--- src/rtl/display_sequencer_pkg.sv ---
// Shared types, defaults and helpers for the display sequencer and its dwell timer.

package display_sequencer_pkg;

  typedef enum logic {
    StIdle = 1'b0,
    StShow = 1'b1
  } state_e;

  localparam int unsigned DEF_N     = 4;
  localparam int unsigned DEF_W     = 4;
  localparam int unsigned DEF_DWELL = 41;

  // Width needed to hold 0..value-1, never less than one bit.
  function automatic int unsigned clog2_min1(input int unsigned value);
    int unsigned width;
    if (value > 1) begin
      width = int'($clog2(value));
    end else begin
      width = 1;
    end
    return width;
  endfunction

endpackage

--- src/rtl/display_sequencer_dwell_timer.sv ---
// Dwell counter: counts 0..DWELL-1 while running, ticks on the last count of each dwell.

module dwell_timer
  import display_sequencer_pkg::*;
#(
  parameter int unsigned DWELL = DEF_DWELL
) (
  input  logic clk_i,
  input  logic rst_i,
  input  logic clear_i,
  input  logic run_i,
  output logic tick_o
);

  localparam int unsigned CntW = clog2_min1(DWELL);
  localparam logic [CntW-1:0] CntMax = CntW'(DWELL - 1);

  logic [CntW-1:0] cnt_q, cnt_d;
  logic            at_max;

  assign at_max = (cnt_q == CntMax);

  always_comb begin
    cnt_d = cnt_q;
    if (clear_i) begin
      cnt_d = '0;
    end else if (run_i) begin
      cnt_d = at_max ? '0 : cnt_q + 1'b1;
    end
  end

  always_ff @(posedge clk_i or posedge rst_i) begin
    if (rst_i) begin
      cnt_q <= '0;
    end else begin
      cnt_q <= cnt_d;
    end
  end

  assign tick_o = run_i & at_max;

endmodule

--- src/rtl/display_sequencer.sv ---
// Snapshots N sorted values at start and presents them one per DWELL cycles, one-shot or looping.

module display_sequencer
  import display_sequencer_pkg::*;
#(
  parameter  int unsigned N     = DEF_N,
  parameter  int unsigned W     = DEF_W,
  parameter  int unsigned DWELL = DEF_DWELL,
  localparam int unsigned SEL_W = clog2_min1(N)
) (
  input  logic               clk,
  input  logic               rst,
  input  logic [N*W-1:0]     sorted_nums,
  input  logic               start_display,
  input  logic               stop,
  input  logic               mode_repeat,
  output logic [W-1:0]       partE,
  output logic [SEL_W-1:0]   sel_idx,
  output logic               disp_valid,
  output logic               busy,
  output logic               done
);

  localparam logic [SEL_W-1:0] SelLast = SEL_W'(N - 1);

  state_e           state_q, state_d;
  logic [SEL_W-1:0] sel_q, sel_d;
  logic [W-1:0]     snap_q [N];
  logic [W-1:0]     snap_d [N];
  logic             rpt_q, rpt_d;
  logic             done_q, done_d;
  logic             timer_run, timer_clear, tick;

  // The timer only advances in SHOW without an abort; otherwise it is held at zero.
  assign timer_run   = (state_q == StShow) && !stop;
  assign timer_clear = !timer_run;

  dwell_timer #(
    .DWELL (DWELL)
  ) u_dwell_timer (
    .clk_i   (clk),
    .rst_i   (rst),
    .clear_i (timer_clear),
    .run_i   (timer_run),
    .tick_o  (tick)
  );

  always_comb begin
    state_d = state_q;
    sel_d   = sel_q;
    snap_d  = snap_q;
    rpt_d   = rpt_q;
    done_d  = 1'b0;
    case (state_q)
      StIdle: begin
        if (start_display && !stop) begin
          for (int i = 0; i < int'(N); i++) begin
            snap_d[i] = sorted_nums[i*W +: W];
          end
          rpt_d   = mode_repeat;
          sel_d   = '0;
          state_d = StShow;
        end
      end
      StShow: begin
        if (stop) begin
          sel_d   = '0;
          state_d = StIdle;
        end else if (tick) begin
          if (sel_q != SelLast) begin
            sel_d = sel_q + 1'b1;
          end else if (rpt_q) begin
            sel_d = '0;
          end else begin
            sel_d   = '0;
            state_d = StIdle;
            done_d  = 1'b1;
          end
        end
      end
      default: begin
        state_d = StIdle;
      end
    endcase
  end

  always_ff @(posedge clk or posedge rst) begin
    if (rst) begin
      state_q <= StIdle;
      sel_q   <= '0;
      snap_q  <= '{default: '0};
      rpt_q   <= 1'b0;
      done_q  <= 1'b0;
    end else begin
      state_q <= state_d;
      sel_q   <= sel_d;
      snap_q  <= snap_d;
      rpt_q   <= rpt_d;
      done_q  <= done_d;
    end
  end

  assign busy       = (state_q == StShow);
  assign disp_valid = busy;
  assign partE      = busy ? snap_q[sel_q] : '0;
  assign sel_idx    = sel_q;
  assign done       = done_q;

`ifndef SYNTHESIS
  done_not_busy_a : assert property (@(posedge clk) disable iff (rst) done |-> !busy);
  sel_in_range_a  : assert property (@(posedge clk) disable iff (rst) sel_q <= SelLast);
`endif

endmodule

--- config.mk ---
export PLATFORM = sky130hd
export DESIGN_NAME = display_sequencer
export DESIGN_NICKNAME = d
export VERILOG_FILES = /design/src/rtl/display_sequencer_pkg.sv /design/src/rtl/display_sequencer_dwell_timer.sv /design/src/rtl/display_sequencer.sv
export SDC_FILE = /design/constraint.sdc
export NUM_CORES = 1
export LEC_CHECK = 0
export BUFFER_PORTS_ARGS = -buffer_cell sky130_fd_sc_hd__buf_4
export CORE_MARGIN = 4
export CORE_UTILIZATION = 56
export DETAILED_ROUTE_END_ITERATION = 6
export MAX_ROUTING_LAYER = met4
export PLACE_DENSITY = 0.9
export SLEW_MARGIN = 20
export SYNTH_ARGS = -nofsm -noshare
export SYNTH_HDL_FRONTEND = slang
export SYNTH_SLANG_ARGS = --single-unit
--- constraint.sdc ---
create_clock -name clk -period 3 [get_ports clk]
set_input_delay 0 -clock clk [delete_from_list [all_inputs] [get_ports clk]]
set_output_delay 0 -clock clk [all_outputs]
set_load 0.005 [all_outputs]
* Word-level counts from Yosys, hierarchy flattened
Cells that the tools add are included.
Operators by class: eq/ne operators 4, muxes and demuxes 22, order comparisons 1, bitwise operators 3, reductions and logical operators 5, $add $sub $neg 2
Operators by type and width (count):
- 4-bit two-way mux | 3
- 6-bit two-way mux | 2
- 1-bit two-way mux | 10
- 4-bit binary-select mux with 2-bit select | 1
- 2-bit two-way mux | 4
- 6-bit by 1-bit adder with 6-bit output (second input constant) | 1
- 6-bit == test (second input constant) | 1
- 2-bit inequality test (second input constant) | 2
- 2-bit case mux with 2 select lines | 1
- 2-bit AND reduction | 2
- 3-bit >= comparator (second input constant) | 1
- 3-bit by 2-bit inequality test with 1-bit output (second input constant) | 1
- 2-bit NOT with 3-bit output | 1
- 2-bit by 1-bit adder with 2-bit output (second input constant) | 1
- 1-bit logical AND | 2
- 1-bit case mux with 2 select lines | 1
- 1-bit AND | 1
- 1-bit zero test | 1
- 1-bit NOT | 1
Storage, ports and cells: output and inout bits 9, bits of input ports 21, bits in registers 27

* Longest topological paths before layout
Gate-level depths: netlist of run 1.
depth after elaboration 6, depth in mapped cells 5, mapped depth without buffers 5

* Cells and area by module
A second synthesis of run 1 with hierarchy kept.
Second synthesis, totals: cell total of the unflattened synthesis 107, area total of the unflattened synthesis 1363.8 um2
Modules (own cells, without submodules):
- display_sequencer | times used 1, area each 1019.7 um2, cells an instance 73, seq. area each 525.5 um2
- dwell_timer | times used 1, area each 344.1 um2, cells an instance 34, seq. area each 150.1 um2

* Least setup slack after synthesis of run 1
No wires, ideal clock.
path type flip-flop to flip-flop, start reg u_dwell_timer.cnt_q[0], end reg sel_q[0], in the netlist sel_idx[0], data arrival time 1.325 ns, setup slack 1.606 ns, path buffers 0, stages on the path, launching flop included 6, data required time 2.931 ns, cell sequence dfrtp_1 -> inv_1 -> ha_1 -> nand4b_2 -> or4b_1 -> nand3_1
On the way: word-level cells in the longest chain between the ends 4
Ends and longest elaborated chain:
- from (decl) | RTL line display_sequencer_dwell_timer.sv:18 | logic [CntW-1:0] cnt_q, cnt_d;
- from (signal assigned) | RTL line display_sequencer_dwell_timer.sv:36 | cnt_q <= cnt_d;
- 6-bit == test | RTL line display_sequencer_dwell_timer.sv:21 | assign at_max = (cnt_q == CntMax);
- 1-bit AND | RTL line display_sequencer_dwell_timer.sv:40 | assign tick_o = run_i & at_max;
- 3-bit by 2-bit inequality test with 1-bit output (no line)
- 2-bit AND reduction (no line)
- to (signal assigned) | RTL line display_sequencer.sv:96 | sel_q <= sel_d;
- to (decl) | RTL line display_sequencer.sv:27 | logic [SEL_W-1:0] sel_q, sel_d;
Every way passes these cells. A chain may end at the register's enable or synchronous reset.

* Final worst setup path of run 1
start reg sel_q[0], in the netlist sel_idx[0], end out partE[3]
On the way: word-level cells in the longest chain between the ends 5
Ends and longest elaborated chain:
- 2-bit NOT with 3-bit output (not written as such) | RTL line display_sequencer.sv:105 | assign partE = busy ? snap_q[sel_q] : '0;
- 4-bit binary-select mux with 2-bit select | RTL line display_sequencer.sv:105
- 4-bit two-way mux (not written as such) (2 in series) | RTL line display_sequencer.sv:105
- 4-bit two-way mux | RTL line display_sequencer.sv:105
- to (decl) | RTL line display_sequencer.sv:17 | output logic [W-1:0] partE,
Every way passes these cells. The select of a mux whose other input is x is not followed.

==> results of run 1 <==
[kinds of logic after synthesis]
family	count (synthesis)	share of synthesized area
compound gates	7	0.0341
xor+xnor	3	0.0205
fa+ha+maj	3	0.0292
buf+inv	10	0.0419
flops	27	0.526
mux	21	0.219
simple gates	26	0.129
[cell type report]
cell class	instances	area [um2]	share of cell area
Tap cell	28	35.0	0.0205
Timing Repair Buffer	47	398	0.233
Clock buffer	3	22.5	0.0132
Clock inverter	1	7.51	0.00440
Sequential cell	27	676	0.396
Multi-Input combinational cell	60	554	0.325
Inverter	4	15.0	0.00879
[flip-flops by register name, summed over array words and instances (netlist names)]
signal               count
snap_q                  16
u_dwell_timer.cnt_q      6
sel_idx                  2
busy                     1
done                     1
rpt_q                    1
[per-layer routing]
metal / global-route usage / vias to the layer above
met4: 0.0712 / 0
met2: 0.353 / 52
met5: - / -
met3: 0.0371 / 7
met1: 0.227 / 462
li1: - / 433
[final timing paths]
check / to / depth (start not counted)
max in group asynchronous: snap_q[10]$_DFFE_PP0P_ / 3
min in group asynchronous: snap_q[3]$_DFFE_PP0P_ / 3
hold / removal: busy$_DFF_PP0_ / 3
hold reg to reg: snap_q[12]$_DFFE_PP0P_ / 1
setup reg to reg: u_dwell_timer.cnt_q[4]$_DFF_PP0_ / 5
setup / recovery: partE[3] / 3
[worst reg2reg max path, cell delays in order (launching register included)]
cell,delay [ns]
dfrtp_1,0.45
inv_1,0.09
ha_1,0.17
nand4b_2,0.17
o21ai_0,0.51
nor2_1,0.11
[Yosys cell counts (2+ instances only)]
| master | count |
|---|---|
| o211ai_1 | 3 |
| and2_1 | 6 |
| dfrtp_1 | 27 |
| xor2_1 | 2 |
| nor2_1 | 5 |
| o21ai_0 | 2 |
| nand2b_1 | 2 |
| mux2_2 | 17 |
| mux4_2 | 4 |
| nand2_1 | 2 |
| buf_2 | 4 |
| inv_1 | 4 |
| ha_1 | 3 |
| nand3_1 | 3 |
[power groups by stage]
stage | logic (mW) | clock network [mW] | registers [mW]
2_1_floorplan | 0.0963 | 0 | 0.441
3_3_place_gp | 0.128 | 0 | 0.454
3_5_place_dp | 0.136 | 0 | 0.459
4_1_cts | 0.154 | 0.166 | 0.451
5_1_grt | 0.168 | 0.180 | 0.458
6_report | 0.153 | 0.159 | 0.451
==> key figures, run 1 <==
Placement
  • Global placer's final weighted congestion: 0.756
  • Place WS: 1.45 ns
  • I/O Buffers: 29
  • # placed instances: 148
  • Placed cell areas: 0.00150 mm2

Detailed routing
  • First-pass DRT Iterations: 4
  • 1st-iter DRT viols: 16
  • Wire per inst: 15.6 um
  • DR vias: 954
  • Final WL: 2.66 mm
  • M1 WL: 1.02 mm
  • DRC viols: 0
  • DR vias/cell: 5.61
  • Uppermost routed layer: met4
  • Met3 WL post-DR: 126 um
  • Post-route ant nets: 0
  • WL met2: 1.46 mm

Layout
  • Most frequent cells in the layout: buf_4, dfrtp_1, dlygate4sd3_1
  • Area growth syn-to-layout: 33.0%
  • FILL cells: 127
  • Fin cells: 170
  • Layout cells sized above 1: 0.394
  • Core occupancy in the finished layout: 0.780
  • Post-route design area: 0.00171 mm2
  • Leading cell type in the layout, fill and taps excluded: buf_4
  • ANT cells: 0
  • NumNets Final: 167

STA
  • Period utilization: 0.602
  • Clock skew: 0.00636 ns
  • Hold Vio Cnt, Final: 0
  • Setup tns final: 0 ns
  • RSZ-0062 raised after global routing: no
  • Fmax: 554 MHz
  • Final Max Slew Viols: 0
  • Worst slew margin: 0.368
  • Measured slew at the worst slew-check pin: 0.943 ns
  • Tmin final: 1.80 ns
  • Worst Hold Slack: 0.0198 ns
  • Endpoints failing setup: 0
  • Final worst slack: 1.20 ns

GRT
  • Overall global routing resource usage: 0.200
  • First-pass GRT wire length: 4.66 mm
  • Grt total ovfl: 0
  • Vias in the first global route: 1007
  • Pin count of the biggest net entering global routing: 28
  • Initial antenna violation count: 0

Power
  • Max VDD drop: 0.364 mV
  • Power Density: 447 mW/mm2
  • Internal power: 0.572 mW
  • Clock Power Share: 0.209
  • Static leakage: 0.752 nW
  • Final Power: 0.763 mW
  • Flop pwr share: 0.591
  • Psw: 0.191 mW
  • Gate power share: 0.200
  • Switch share: 0.250

CTS
  • Worst-path clk slew: 0.15 ns
  • CTS root buf: clkbuf_4
  • Clk_lat worst skew: 0.32 ns
  • CTS tree: done
  • CTS Buf Count: 3
  • Clk buf depth: 2
  • # H-tree levels: 1
  • Post-CTS Hold Buffers: 18
  • Post-cts resize count: 0
  • TritonCTS Sinks: 27
  • Postcts setup bufs: 0

Die
  • Core Region: 0.00219 mm2
  • Initial cell density of the core: 0.586
  • Die height: 55.9 um
  • Cell Rows: 17
  • Die area: 0.00312 mm2
  • DIE WIDTH: 55.9 um
  • Top Ports: 30

Yosys
  • Most common flop cell mapped by yosys: dfrtp_1
  • Post-synth EDFFs: 0
  • Synth top area share: 0.526
  • Synth warnings: 0
  • Syn nets: 121
  • Top cells by area, synth: dfrtp_1, mux2_2, mux4_2
  • Syn Inst Count: 97
  • #FFs+latches synth: 27
  • Synth area leader: dfrtp_1
  • Async SR Flop Fraction: 1.00
  • Register area share after synthesis: 0.526
  • Mapped Area: 0.00128 mm2
  • Synth cell types: 27
  • Syn Area/Cell: 13.2 um2

Worst setup path
  • Crit-path max cell delay: 0.60 ns
  • Crit Path Class: register to primary output
  • Worst EP arrival: 1.80 ns
  • Critical path peak fanout: 9
  • Critical path buffer and inverter count: 1
  • Critical path data required time: 3.00 ns
  • Setup slack, reg-to-reg: 1.38 ns
  • Slowest cell on crit path: dfrtp_1
  • Worst setup SP type: register
  • Crit path cell chain: mux4_2 -> and2_1 -> buf_4
  • R2R Path Start: u_dwell_timer.cnt_q[0]$_DFF_PP0_
  • Crit path from: sel_idx[0]$_DFFE_PP0P_
  • Worst setup EP type: primary output
  • Crit path max-delay family: flip-flops

Worst hold path
  • Hold_sp: stop
  • Worst hold path type: primary input to register

Run
  • Max-cap violations: 0

Status
  • Status: complete, no violations
(Power assumes the default switching activity.)
==> run 2: changes to the inputs <==
CORE_UTILIZATION = 52   (was 56)
PLACE_DENSITY = 0.85   (was 0.9)
clock period = 1.7 ns   (was 3 ns; I/O delays follow)
==> run 2 against run 1 <==
Effect of this change: critical path depth up 1; combinational power up 100%; register-to-register slack worse by 1.3 ns; clock power up 79%; sequential power up 76%; global-route usage down 1.1 points; clock skew up 0.00099 ns; core utilization up 2.0 points.
==> key figures, run 2 (same netlist as run 1, synthesis figures left out) <==
Detailed routing
  • Final WL: 3.19 mm
  • DR vias/cell: 5.49
  • DR vias: 993
  • 1st-iter DRT viols: 20
  • DRC viols: 0
  • Wire per inst: 17.6 um
  • First-pass DRT Iterations: 4
  • Post-route ant nets: 0

Die
  • Cell Rows: 17
  • Initial cell density of the core: 0.564
  • Core Region: 0.00228 mm2
  • DIE WIDTH: 57.7 um
  • Die area: 0.00333 mm2
  • Die height: 57.7 um
  • Top Ports: 30

Worst hold path
  • Worst hold path type: primary input to register
  • Hold path depth: 3
  • Hold Path End: busy$_DFF_PP0_
  • Hold_sp: stop

Layout
  • Area growth syn-to-layout: 41.8%
  • Most frequent cells in the layout: buf_4, dfrtp_1, dlygate4sd3_1
  • Reg with most FFs: snap_q
  • Post-route design area: 0.00182 mm2
  • Leading cell type in the layout, fill and taps excluded: buf_4
  • Core occupancy in the finished layout: 0.800
  • Fin cells: 181
  • Layout cells sized above 1: 0.458
  • Max reg flops: 16
  • ANT cells: 0
  • NumNets Final: 178

Worst setup path
  • Critical path peak fanout: 3
  • Slowest cell on crit path: mux4_2
  • Worst EP arrival: 1.68 ns
  • Setup slack, reg-to-reg: 0.10 ns
  • Crit path from: sel_idx[1]$_DFFE_PP0P_
  • Most Frequent Cell on Critical Path: buf_6
  • Crit Path Class: register to primary output
  • Worst setup SP type: register
  • Critical path data required time: 1.70 ns
  • Crit path cell chain: buf_6 -> mux4_2 -> and2_4 -> buf_6
  • Critical R2R Capture: sel_idx[1]$_DFFE_PP0P_
  • Crit-path max cell delay: 0.49 ns
  • Reg2Reg Depth: 5
  • Worst setup EP type: primary output
  • R2R Path Start: u_dwell_timer.cnt_q[0]$_DFF_PP0_

CTS
  • # H-tree levels: 1
  • CTS tree: done
  • Clk buf depth: 2
  • Clk_lat worst skew: 0.32 ns
  • Worst-path clk slew: 0.16 ns
  • CTS root buf: clkbuf_4
  • CTS Buf Count: 3
  • TritonCTS Sinks: 27

STA
  • Worst slew margin: 0.657
  • RSZ-0062 raised after global routing: yes
  • Endpoints failing setup: 0
  • Final Max Slew Viols: 0
  • Tmin final: 1.68 ns
  • Clock skew: 0.00735 ns
  • Hold Vio Cnt, Final: 0
  • Fmax: 597 MHz
  • Period utilization: 0.986
  • Measured slew at the worst slew-check pin: 0.513 ns

Placement
  • Placed cell areas: 0.00154 mm2
  • I/O Buffers: 29
  • # placed instances: 154
  • Global placer's final weighted congestion: 0.836
  • DP HPWL: 1.90 mm

Power
  • Clock Power Share: 0.205
  • Internal power: 1.03 mW
  • Final Power: 1.39 mW
  • Switch share: 0.258
  • Power Density: 762 mW/mm2
  • Gate power share: 0.221
  • Flop pwr share: 0.574
  • Static leakage: 0.824 nW
  • Psw: 0.359 mW
  • Max VDD drop: 0.817 mV

GRT
  • Pin count of the biggest net entering global routing: 28
  • Overall global routing resource usage: 0.189
  • Vias in the first global route: 985
  • Grt total ovfl: 0
  • First-pass GRT wire length: 4.66 mm
  • Initial antenna violation count: 0

Run
  • Max-cap violations: 0

Status
  • Status: complete, no violations
-- run 2: layout make-up --
type / count / area (um2)
Clock inverter: 1 / 7.51
Tap cell: 28 / 35.0
Fill cell: 133 / 455
Inverter: 4 / 15.0
Multi-Input combinational cell: 60 / 562
Clock buffer: 3 / 22.5
Timing Repair Buffer: 58 / 503
Sequential cell: 27 / 676
-- run 2: stage by stage --
| step | worst slack [ns] | setup TNS (ns) | hold WS [ns] |
|---|---|---|---|
| floorplan | 0.306 | 0 | 0.0527 |
| global placement | 0.269 | 0 | 0.0808 |
| detailed placement | 0.199 | 0 | 0.0850 |
| CTS | 0.0171 | 0 | 0.0169 |
| global route | -0.0353 | -0.0666 | 0.0459 |
| finish | 0.0244 | 0 | 0.0483 |
-- run 2: what timing repair did --
action	4_1_cts	5_1_grt
endpoints found under the setup margin	0	4
hold endpoints to repair	44	0
hold buffers	18	0
buffers inserted	0	5
gates resized for setup	0	9
-- run 2: worst max-delay path by stage --
stage | endpoint | slack (ns) | cells after the start
after global routing | partE[0] | -0.04 | 4
final | partE[0] | 0.02 | 4
after CTS | partE[3] | 0.02 | 4
after detailed placement | sel_idx[1]$_DFFE_PP0P_ | 0.20 | 5
after global placement | sel_idx[0]$_DFFE_PP0P_ | 0.27 | 5
after floorplan | sel_idx[0]$_DFFE_PP0P_ | 0.31 | 5
-- run 2: layer usage --
metal,global-route usage,up-vias,wire (um)
met1,0.226,490,1220
met3,0.0290,10,147
met5,-,-,0
met2,0.335,40,1700
met4,0.0430,0,120
li1,-,453,-
-- run 2: power by group through the flow --
stage | combinational (mW) | sequential [mW] | clock (mW)
after floorplan | 0.170 | 0.778 | 0
after CTS | 0.284 | 0.790 | 0.287
final | 0.307 | 0.796 | 0.285
after detailed placement | 0.250 | 0.804 | 0
after global routing | 0.331 | 0.803 | 0.325
after global placement | 0.241 | 0.792 | 0
-- run 2: critical path: cells and delay by family (launching register included) --
kind	cells	cell delay, ns
buffers and inverters	2	0.24
multiplexers	1	0.49
AND/OR/NAND/NOR	1	0.18
flip-flops	1	0.44
==> run 3: changes to the inputs <==
CORE_ASPECT_RATIO = 0.8   (was unset)
==> run 3 against run 2 <==
Effect of this change: combinational power about the same; flip-flop and latch count unchanged; worst hold slack got worse by 0.028 ns; die area grew 0.15%; first-iteration DRC count rose by 25%; critical path type unchanged; largest power group unchanged; highest routed layer unchanged.
==> key figures, run 3 (same netlist as run 1, synthesis figures left out) <==
Layout
  • Multi-input gate area: 564 um2
  • Post-route design area: 0.00183 mm2
  • Fin cells: 179
  • FILL cells: 120
  • Max reg flops: 16
  • NumNets Final: 179
  • Leading cell type in the layout, fill and taps excluded: buf_4
  • Most frequent cells in the layout: buf_4, dfrtp_1, dlygate4sd3_1
  • Sequential cell area: 677 um2
  • Reg with most FFs: snap_q
  • Area growth syn-to-layout: 42.5%
  • Layout cells sized above 1: 0.468
  • ANT cells: 0

GRT
  • Overall global routing resource usage: 0.196
  • Pin count of the biggest net entering global routing: 28
  • Grt total ovfl: 0
  • First-pass GRT wire length: 4.81 mm
  • Initial antenna violation count: 0
  • Vias in the first global route: 1006

Die
  • Die area: 0.00333 mm2
  • Die height: 52.4 um
  • Initial cell density of the core: 0.570
  • Top Ports: 30
  • DIE WIDTH: 63.6 um
  • Cell Rows: 15
  • Core Region: 0.00225 mm2

STA
  • Hold Vio Cnt, Final: 0
  • Period utilization: 0.973
  • Setup tns final: 0 ns
  • Fmax: 605 MHz
  • Worst slew margin: 0.704
  • Final Max Slew Viols: 0
  • Tmin final: 1.65 ns
  • Endpoints failing setup: 0
  • Measured slew at the worst slew-check pin: 0.438 ns
  • Clock skew: 0.00155 ns

Power
  • Gate power share: 0.225
  • Internal power: 1.04 mW
  • Static leakage: 0.832 nW
  • Clock Power Share: 0.202
  • Power Density: 754 mW/mm2
  • Max VDD drop: 0.628 mV
  • Final Power: 1.38 mW
  • Psw: 0.343 mW
  • Switch share: 0.249
  • Flop pwr share: 0.573

CTS
  • CTS tree: done
  • Clk_lat worst skew: 0.32 ns
  • Clk buf depth: 2
  • Worst-path clk slew: 0.14 ns
  • TritonCTS Sinks: 27
  • # H-tree levels: 1
  • CTS Buf Count: 3
  • CTS root buf: clkbuf_4

Placement
  • I/O Buffers: 29
  • DP HPWL: 1.80 mm
  • Placed cell areas: 0.00155 mm2
  • # placed instances: 151
  • Global placer's final weighted congestion: 0.852

Detailed routing
  • DR vias/cell: 5.36
  • First-pass DRT Iterations: 4
  • DR vias: 959
  • 1st-iter DRT viols: 25
  • Final WL: 2.92 mm
  • Wire per inst: 16.3 um
  • Post-route ant nets: 0
  • DRC viols: 0

Worst setup path
  • Critical path data required time: 1.70 ns
  • Reg2Reg Depth: 5
  • Worst EP arrival: 1.65 ns
  • Crit Path Class: register to primary output
  • Worst setup SP type: register
  • Setup slack, reg-to-reg: 0.17 ns
  • Crit path from: sel_idx[0]$_DFFE_PP0P_
  • Critical R2R Capture: done$_DFF_PP0_
  • Critical path peak fanout: 8
  • Worst setup EP type: primary output
  • R2R Path Start: u_dwell_timer.cnt_q[1]$_DFF_PP0_

Worst hold path
  • Worst hold path type: primary input to register
  • Hold_sp: stop
  • Hold Path End: busy$_DFF_PP0_
  • Hold path depth: 3

Status
  • Status: complete, no violations

Run
  • Max-cap violations: 0
==> run 3: worst max-delay path by stage <==
| stage | to | slack (ns) | depth (start not counted) |
|---|---|---|---|
| final | partE[3] | 0.05 | 4 |
| after floorplan | sel_idx[0]$_DFFE_PP0P_ | 0.31 | 5 |
| after global routing | partE[3] | -0.01 | 4 |
| after detailed placement | sel_idx[0]$_DFFE_PP0P_ | 0.22 | 5 |
| after global placement | sel_idx[0]$_DFFE_PP0P_ | 0.28 | 5 |
| after CTS | partE[3] | 0.02 | 4 |
==> run 3: routing by layer <==
layer  share of wire  global-route usage  up-vias
met2            0.53               0.354       30
met5               0                   -        -
li1                -                   -      457
met3           0.042              0.0494        2
met4          0.0034              0.0251        0
met1            0.42               0.230      470
==> run 3: critical path, stage by stage (launching register included) <==
cell and delay, ns:
dfrtp_1 0.39, buf_6 0.15, mux4_2 0.51, and2_4 0.16
buf_4 0.13
==> run 3: area by class of cell <==
type,instances,share of cell area
well taps,25,0.0171
clock buffers,4,0.0144
repair buffers,59,0.282
flip-flops and latches,27,0.370
multi-input cells,60,0.308
inverters,4,0.00821
==> run 3: power groups by stage <==
stage	clock [mW]	sequential [mW]	combinational [mW]
finish	0.279	0.790	0.310
global route	0.309	0.802	0.338
CTS	0.284	0.785	0.290
detailed placement	0	0.799	0.256
global placement	0	0.791	0.247
floorplan	0	0.778	0.170
==> run 3: stage by stage <==
step            util  setup WS (ns)  hold slack (ns)
6_report       0.812         0.0462           0.0199
5_1_grt        0.812        -0.0121           0.0141
4_1_cts        0.788         0.0201           0.0112
3_5_place_dp   0.689          0.223           0.0881
3_3_place_gp   0.689          0.277           0.0799
2_1_floorplan      -          0.306           0.0527
==> run 3: repair_timing <==
| action | in CTS | in global routing |
|---|---|---|
| buffers inserted | 2 | 4 |
| hold endpoints to repair | 44 | 0 |
| pin swaps | 0 | 4 |
| gates resized for setup | 1 | 8 |
| cloned | 0 | 0 |
| hold buffers | 18 | 0 |
| setup endpoints to repair | 2 | 4 |
